**config.mk**
```make
export PLATFORM = sky130hd
export DESIGN_NAME = mycpu_seq_ctrl
export DESIGN_NICKNAME = d
export VERILOG_FILES = /design/src/rtl/mycpu_seq_ctrl.sv
export SDC_FILE = /design/constraint.sdc
export NUM_CORES = 1
export LEC_CHECK = 0
export CORE_UTILIZATION = 30
export DETAILED_ROUTE_END_ITERATION = 7
export PLACE_DENSITY = 0.56
export SKIP_CTS_REPAIR_TIMING = 1
export SLEW_MARGIN = 0
export SYNTH_ARGS = -nofsm -noshare
export SYNTH_HDL_FRONTEND = slang
export SYNTH_SLANG_ARGS = --single-unit
```
**constraint.sdc**
```tcl
create_clock -name clk -period 1.99 [get_ports clk]
set_clock_uncertainty 0.1 [all_clocks]
set_input_delay 0.398 -clock clk [delete_from_list [all_inputs] [get_ports clk]]
set_output_delay 0.398 -clock clk [all_outputs]
set_load 0.02 [all_outputs]
```
**src/rtl/mycpu_seq_ctrl.sv**
```systemverilog
// Multi-cycle MIPS sequencer: fetch, decode, execute, memory and write-back
// control with memory handshakes, retired-instruction counting and ack timeout.
module mycpu_seq_ctrl #(
    parameter int ACK_TIMEOUT = 255,
    parameter int CNT_W       = 32
) (
    input  logic             clk,
    input  logic             rst,
    input  logic             imem_ack,
    input  logic             dmem_ack,
    input  logic             is_branch,
    input  logic             is_load,
    input  logic             is_store,
    input  logic             branch_taken,
    output logic             imem_req,
    output logic             dmem_req,
    output logic             dmem_we,
    output logic             ir_we,
    output logic             pc_we,
    output logic             pc_sel,
    output logic             rf_wen,
    output logic             wb_sel_mem,
    output logic             retire,
    output logic [CNT_W-1:0] inst_count,
    output logic             err,
    output logic [2:0]       state
);

    // state   | meaning
    // IDLE    | post-reset, heads to FETCH
    // FETCH   | imem request outstanding, waiting for imem_ack
    // DECODE  | latch instruction class
    // EXEC    | ALU / branch resolve; branches retire here
    // MEM     | dmem request outstanding; stores retire on ack
    // WB      | register write-back, retire
    // ERR     | handshake timeout, parked until reset

    localparam int WAIT_W = (ACK_TIMEOUT < 1) ? 1 : $clog2(ACK_TIMEOUT + 1);
    localparam logic [WAIT_W-1:0] WAIT_LAST = WAIT_W'(ACK_TIMEOUT - 1);

    typedef enum logic [2:0] {
        S_IDLE   = 3'd0,
        S_FETCH  = 3'd1,
        S_DECODE = 3'd2,
        S_EXEC   = 3'd3,
        S_MEM    = 3'd4,
        S_WB     = 3'd5,
        S_ERR    = 3'd6
    } state_t;

    typedef enum logic [1:0] {
        CLS_ALU    = 2'd0,
        CLS_LOAD   = 2'd1,
        CLS_STORE  = 2'd2,
        CLS_BRANCH = 2'd3
    } cls_t;

    state_t            state_q;
    cls_t              cls_q;
    logic [WAIT_W-1:0] wait_q;
    logic              err_q;
    logic [CNT_W-1:0]  cnt_q;
    logic              timed_out;

    // The ack is checked before the limit, so a last-cycle ack still wins.
    assign timed_out = (wait_q == WAIT_LAST);

    always_ff @(posedge clk) begin
        if (rst) begin
            state_q <= S_IDLE;
            cls_q   <= CLS_ALU;
            wait_q  <= '0;
            err_q   <= 1'b0;
            cnt_q   <= '0;
        end else begin
            if (retire) begin
                cnt_q <= cnt_q + CNT_W'(1);
            end
            case (state_q)
                S_IDLE: begin
                    wait_q  <= '0;
                    state_q <= S_FETCH;
                end
                S_FETCH: begin
                    if (imem_ack) begin
                        state_q <= S_DECODE;
                    end else if (timed_out) begin
                        state_q <= S_ERR;
                        err_q   <= 1'b1;
                    end else begin
                        wait_q <= wait_q + WAIT_W'(1);
                    end
                end
                S_DECODE: begin
                    if (is_branch)     cls_q <= CLS_BRANCH;
                    else if (is_store) cls_q <= CLS_STORE;
                    else if (is_load)  cls_q <= CLS_LOAD;
                    else               cls_q <= CLS_ALU;
                    state_q <= S_EXEC;
                end
                S_EXEC: begin
                    wait_q <= '0;
                    case (cls_q)
                        CLS_BRANCH: state_q <= S_FETCH;
                        CLS_LOAD,
                        CLS_STORE:  state_q <= S_MEM;
                        default:    state_q <= S_WB;
                    endcase
                end
                S_MEM: begin
                    if (dmem_ack) begin
                        wait_q  <= '0;
                        state_q <= (cls_q == CLS_STORE) ? S_FETCH : S_WB;
                    end else if (timed_out) begin
                        state_q <= S_ERR;
                        err_q   <= 1'b1;
                    end else begin
                        wait_q <= wait_q + WAIT_W'(1);
                    end
                end
                S_WB: begin
                    wait_q  <= '0;
                    state_q <= S_FETCH;
                end
                S_ERR: begin
                    state_q <= S_ERR;
                end
                default: begin
                    state_q <= S_IDLE;
                end
            endcase
        end
    end

    // Strobes are suppressed while rst is high so an abandoned instruction never retires.
    always_comb begin
        imem_req   = 1'b0;
        dmem_req   = 1'b0;
        dmem_we    = 1'b0;
        ir_we      = 1'b0;
        pc_we      = 1'b0;
        pc_sel     = 1'b0;
        rf_wen     = 1'b0;
        wb_sel_mem = 1'b0;
        retire     = 1'b0;
        if (!rst) begin
            case (state_q)
                S_FETCH: begin
                    imem_req = 1'b1;
                    ir_we    = imem_ack;
                end
                S_EXEC: begin
                    if (cls_q == CLS_BRANCH) begin
                        pc_we  = 1'b1;
                        pc_sel = branch_taken;
                        retire = 1'b1;
                    end
                end
                S_MEM: begin
                    dmem_req = 1'b1;
                    dmem_we  = (cls_q == CLS_STORE);
                    if (cls_q == CLS_STORE && dmem_ack) begin
                        pc_we  = 1'b1;
                        retire = 1'b1;
                    end
                end
                S_WB: begin
                    rf_wen     = 1'b1;
                    wb_sel_mem = (cls_q == CLS_LOAD);
                    pc_we      = 1'b1;
                    retire     = 1'b1;
                end
                default: begin
                end
            endcase
        end
    end

    assign err        = err_q;
    assign inst_count = cnt_q;
    assign state      = state_q;

endmodule

```
==> results of run 1 <==
==> worst min-delay path: cells and delay by family, from the launching register on <==
kind / cells / cell delay, ps
DFF: 1 / 340
AOI/OAI and AO/OA: 1 / 40
and+or+nand+nor: 1 / 70
==> kinds of logic after synthesis <==
group,synth area share
AOI/OAI and AO/OA,0.101
xor gates and xnor gates,0.0996
adders and majority gates,0.0343
buffers and inverters,0.0456
DFF,0.361
muxes,0.00834
and+or+nand+nor,0.350
==> state kept, by name, summed over array words and instances, names as in the netlist <==
name,count
inst_count,32
cls_q,2
state,3
wait_q,8
err,1
==> metal layers <==
metal / track usage / vias up / share of wire
met5: 0 / - / 0
met4: 0.0321 / 0 / 0.0039
met3: 0.0340 / 2 / 0.042
met2: 0.232 / 38 / 0.47
met1: 0.182 / 1050 / 0.48
li1: - / 1165 / -
==> worst max path at each step <==
stage	endpoint	slack [ps]	from
5_1_grt	pc_we	-150	state[2]
6_report	pc_we	-70	state[2]
3_5_place_dp	inst_count[31]	-480	dmem_ack
4_1_cts	retire	-460	dmem_ack
3_3_place_gp	inst_count[31]	-460	dmem_ack
2_1_floorplan	ir_we	-70	state[0]
==> per-stage QoR <==
stage / hold WS (ps) / area [um2]
floorplan: 346 / 2570
global placement: 352 / 3400
detailed placement: 360 / 3400
CTS: 383 / 3490
global route: 412 / 3590
finish: 384 / 3590
==> power groups by stage <==
stage,sequential [mW],clock [mW],combinational (mW)
4_1_cts,0.944,0.589,0.225
3_3_place_gp,0.965,0,0.223
3_5_place_dp,0.965,0,0.224
2_1_floorplan,0.969,0,0.120
6_report,0.944,0.557,0.226
5_1_grt,0.946,0.629,0.249
==> cell usage after synthesis, types with 2 or more instances <==
cell type	instances
sky130_fd_sc_hd__buf_6	4
sky130_fd_sc_hd__ha_1	7
sky130_fd_sc_hd__o21bai_1	2
sky130_fd_sc_hd__dfxtp_1	46
sky130_fd_sc_hd__inv_1	7
sky130_fd_sc_hd__nand3_1	10
sky130_fd_sc_hd__nand2_1	17
sky130_fd_sc_hd__nor2b_1	4
sky130_fd_sc_hd__nand2b_1	3
sky130_fd_sc_hd__buf_2	3
sky130_fd_sc_hd__and4_1	6
sky130_fd_sc_hd__a211oi_1	3
sky130_fd_sc_hd__nand4_1	3
sky130_fd_sc_hd__or2_2	2
sky130_fd_sc_hd__clkbuf_1	6
sky130_fd_sc_hd__xnor2_1	28
sky130_fd_sc_hd__or3_1	2
sky130_fd_sc_hd__o21ai_0	11
sky130_fd_sc_hd__a22oi_1	2
sky130_fd_sc_hd__a21bo_2	2
sky130_fd_sc_hd__nor4b_2	2
sky130_fd_sc_hd__nor3b_1	9
sky130_fd_sc_hd__and3_1	4
sky130_fd_sc_hd__nor3_1	10
sky130_fd_sc_hd__nor4b_4	3
sky130_fd_sc_hd__nor4b_1	2
sky130_fd_sc_hd__nor4_2	4
sky130_fd_sc_hd__a21oi_1	14
sky130_fd_sc_hd__and2_1	4
sky130_fd_sc_hd__nor2_1	49
sky130_fd_sc_hd__nor4_4	3
==> cell type report <==
cell class	instances	area share
clock buffer	6	0.0230
tap	105	0.0366
inverter	7	0.00732
multi-input combinational	221	0.447
timing repair buffer	90	0.226
sequential	46	0.260
==> insert_results.sql, run 1 <==
INSERT INTO impl_metrics (metric_group, metric, value, unit) VALUES
('sta', 'max_freq', '486', 'MHz'),
('floorplanning', 'core_region_area', '0.00822', 'mm2'),
('setup_path', 'critical_path_arrival', '1560', 'ps'),
('sta', 'number_of_pins_with_negative_max_slew_slack_in_the_final_report', '0', ''),
('cts', 'cts.sink_count', '46', ''),
('layout', 'area_growth', '40.7', '%'),
('power', 'power.switching', '417', 'uW'),
('drt', 'routed_wl', '6100', 'um'),
('sta', 'post-route-min-period', '2060', 'ps'),
('hold_path', 'holdPathEnd', 'err', ''),
('drt', 'drc', '0', ''),
('cts', 'clock_insertion_delay_worst_skew', '290', 'ps'),
('floorplanning', 'fp-row-count', '33', ''),
('setup_path', 'worstSetupPathType', 'reg2out', ''),
('setup_path', 'cp_cell_sequence', 'buf_6 -> nand4b_1 -> o21a_2 -> buf_6 -> nor2_4 -> buf_4', ''),
('cts', 'clock-root-buffer', 'sky130_fd_sc_hd__clkbuf_8', ''),
('layout', 'final_layout_size_suffix_gt1_frac', '0.259', ''),
('setup_path', 'critPathBufInv', '3', ''),
('power', 'p_seq_frac', '0.547', ''),
('power', 'comb_power_share', '0.131', ''),
('floorplanning', 'die_area', '0.00887', 'mm2'),
('setup_path', 'most_used_cell_along_the_critical_path', 'sky130_fd_sc_hd__buf_6', ''),
('drt', 'first_pass_iters', '4', ''),
('yosys', 'ys.flop_type', 'sky130_fd_sc_hd__dfxtp_1', ''),
('floorplanning', 'start_util', '0.310', ''),
('cts', 'clk_pin_slew', '80', 'ps'),
('sta', 'fin_crit_sh', '1.03', ''),
('layout', 'final_common_cell', 'sky130_fd_sc_hd__nor2_1', ''),
('power', 'cellInternalPower', '1.31', 'mW'),
('grt', 'globalRoute.totalOverflow', '0', ''),
('layout', 'ff_latch_area', '935', 'um2'),
('grt', 'grt.total_usage', '0.140', ''),
('yosys', 'synth.top_cells.by_area', 'sky130_fd_sc_hd__dfxtp_1 36%, sky130_fd_sc_hd__xnor2_1 9.6%, sky130_fd_sc_hd__nor2_1 7.2%', ''),
('status', 'status', 'complete, but fails checks', ''),
('sta', 'hold_violation_count_in_the_final_report', '0', ''),
('layout', 'layout_common_cells', '47 x sky130_fd_sc_hd__nor2_1, 40 x sky130_fd_sc_hd__clkdlybuf4s50_1, 37 x sky130_fd_sc_hd__dfxtp_1', ''),
('cts', 'total_cts_buffers', '5', ''),
('sta', 'layout_setup_ws', '-67.6', 'ps'),
('setup_path', 'reg2reg_setup_slack', '60', 'ps'),
('layout', 'instances_no_fill', '475', ''),
('setup_path', 'worst_setup_path_end_kind', 'primary output', ''),
('yosys', 'async_reset_ff_frac', '0', ''),
('sta', 'rsz0062_at_grt', 'true', ''),
('yosys', 'yosysSeqAreaShare', '0.361', ''),
('sta', 'setup_violations', '3', ''),
('layout', 'n_antenna_cell', '0', ''),
('power', 'static-leakage-power', '1.45', 'nW'),
('drt', 'route.vias.total', '2255', ''),
('yosys', 'post_synth.cell_area_avg', '8.85', 'um2'),
('floorplanning', 'dieHeight', '94.2', 'um'),
('grt', 'grt_max_degree', '36', ''),
('grt', 'first_global_vias', '2132', ''),
('cts', 'number_of_buffers_between_clock_root_and_the_deepest_sink', '2', ''),
('power', 'power_density', '481', 'mW/mm2'),
('hold_path', 'worstHoldPathCells', '2', ''),
('setup_path', 'critical_path.top_delay_family', 'buffers and inverters', ''),
('yosys', 'synthesis.nets', '303', ''),
('drt', 'vias_per_cell', '4.75', ''),
('setup_path', 'path_depth', '6', ''),
('power', 'clock_network_fraction_of_design_power', '0.323', ''),
('status', 'failed_checks', 'negative setup slack', ''),
('drt', 'ant_nets', '0', ''),
('floorplanning', 'num_io_pins', '53', ''),
('setup_path', 'worst_r2r_startpoint', 'inst_count[0]', ''),
('layout', 'utilization', '0.437', ''),
('layout', 'nFillCells', '804', ''),
('setup_path', 'crit_path_top_delay_cell', 'sky130_fd_sc_hd__dfxtp_4', ''),
('floorplanning', 'die_width', '94.2', 'um'),
('yosys', 'netlist_instances', '288', ''),
('setup_path', 'cp_slowest_stage_delay', '360', 'ps'),
('setup_path', 'number_of_cells_on_the_worst_reg_to_reg_path', '7', '');
No activity file was read; power rests on OpenSTA's default activity.
==> run 2, diff against run 1 <==
--- a/config.mk
+++ b/config.mk
@@ -7,6 +7,7 @@
 export LEC_CHECK = 0
 export CORE_UTILIZATION = 30
 export DETAILED_ROUTE_END_ITERATION = 7
+export HOLD_SLACK_MARGIN = 0.1
 export PLACE_DENSITY = 0.56
 export SKIP_CTS_REPAIR_TIMING = 1
 export SLEW_MARGIN = 0
==> results of run 2 <==
Final layout, timing and power as in run 1 (identical DEF).
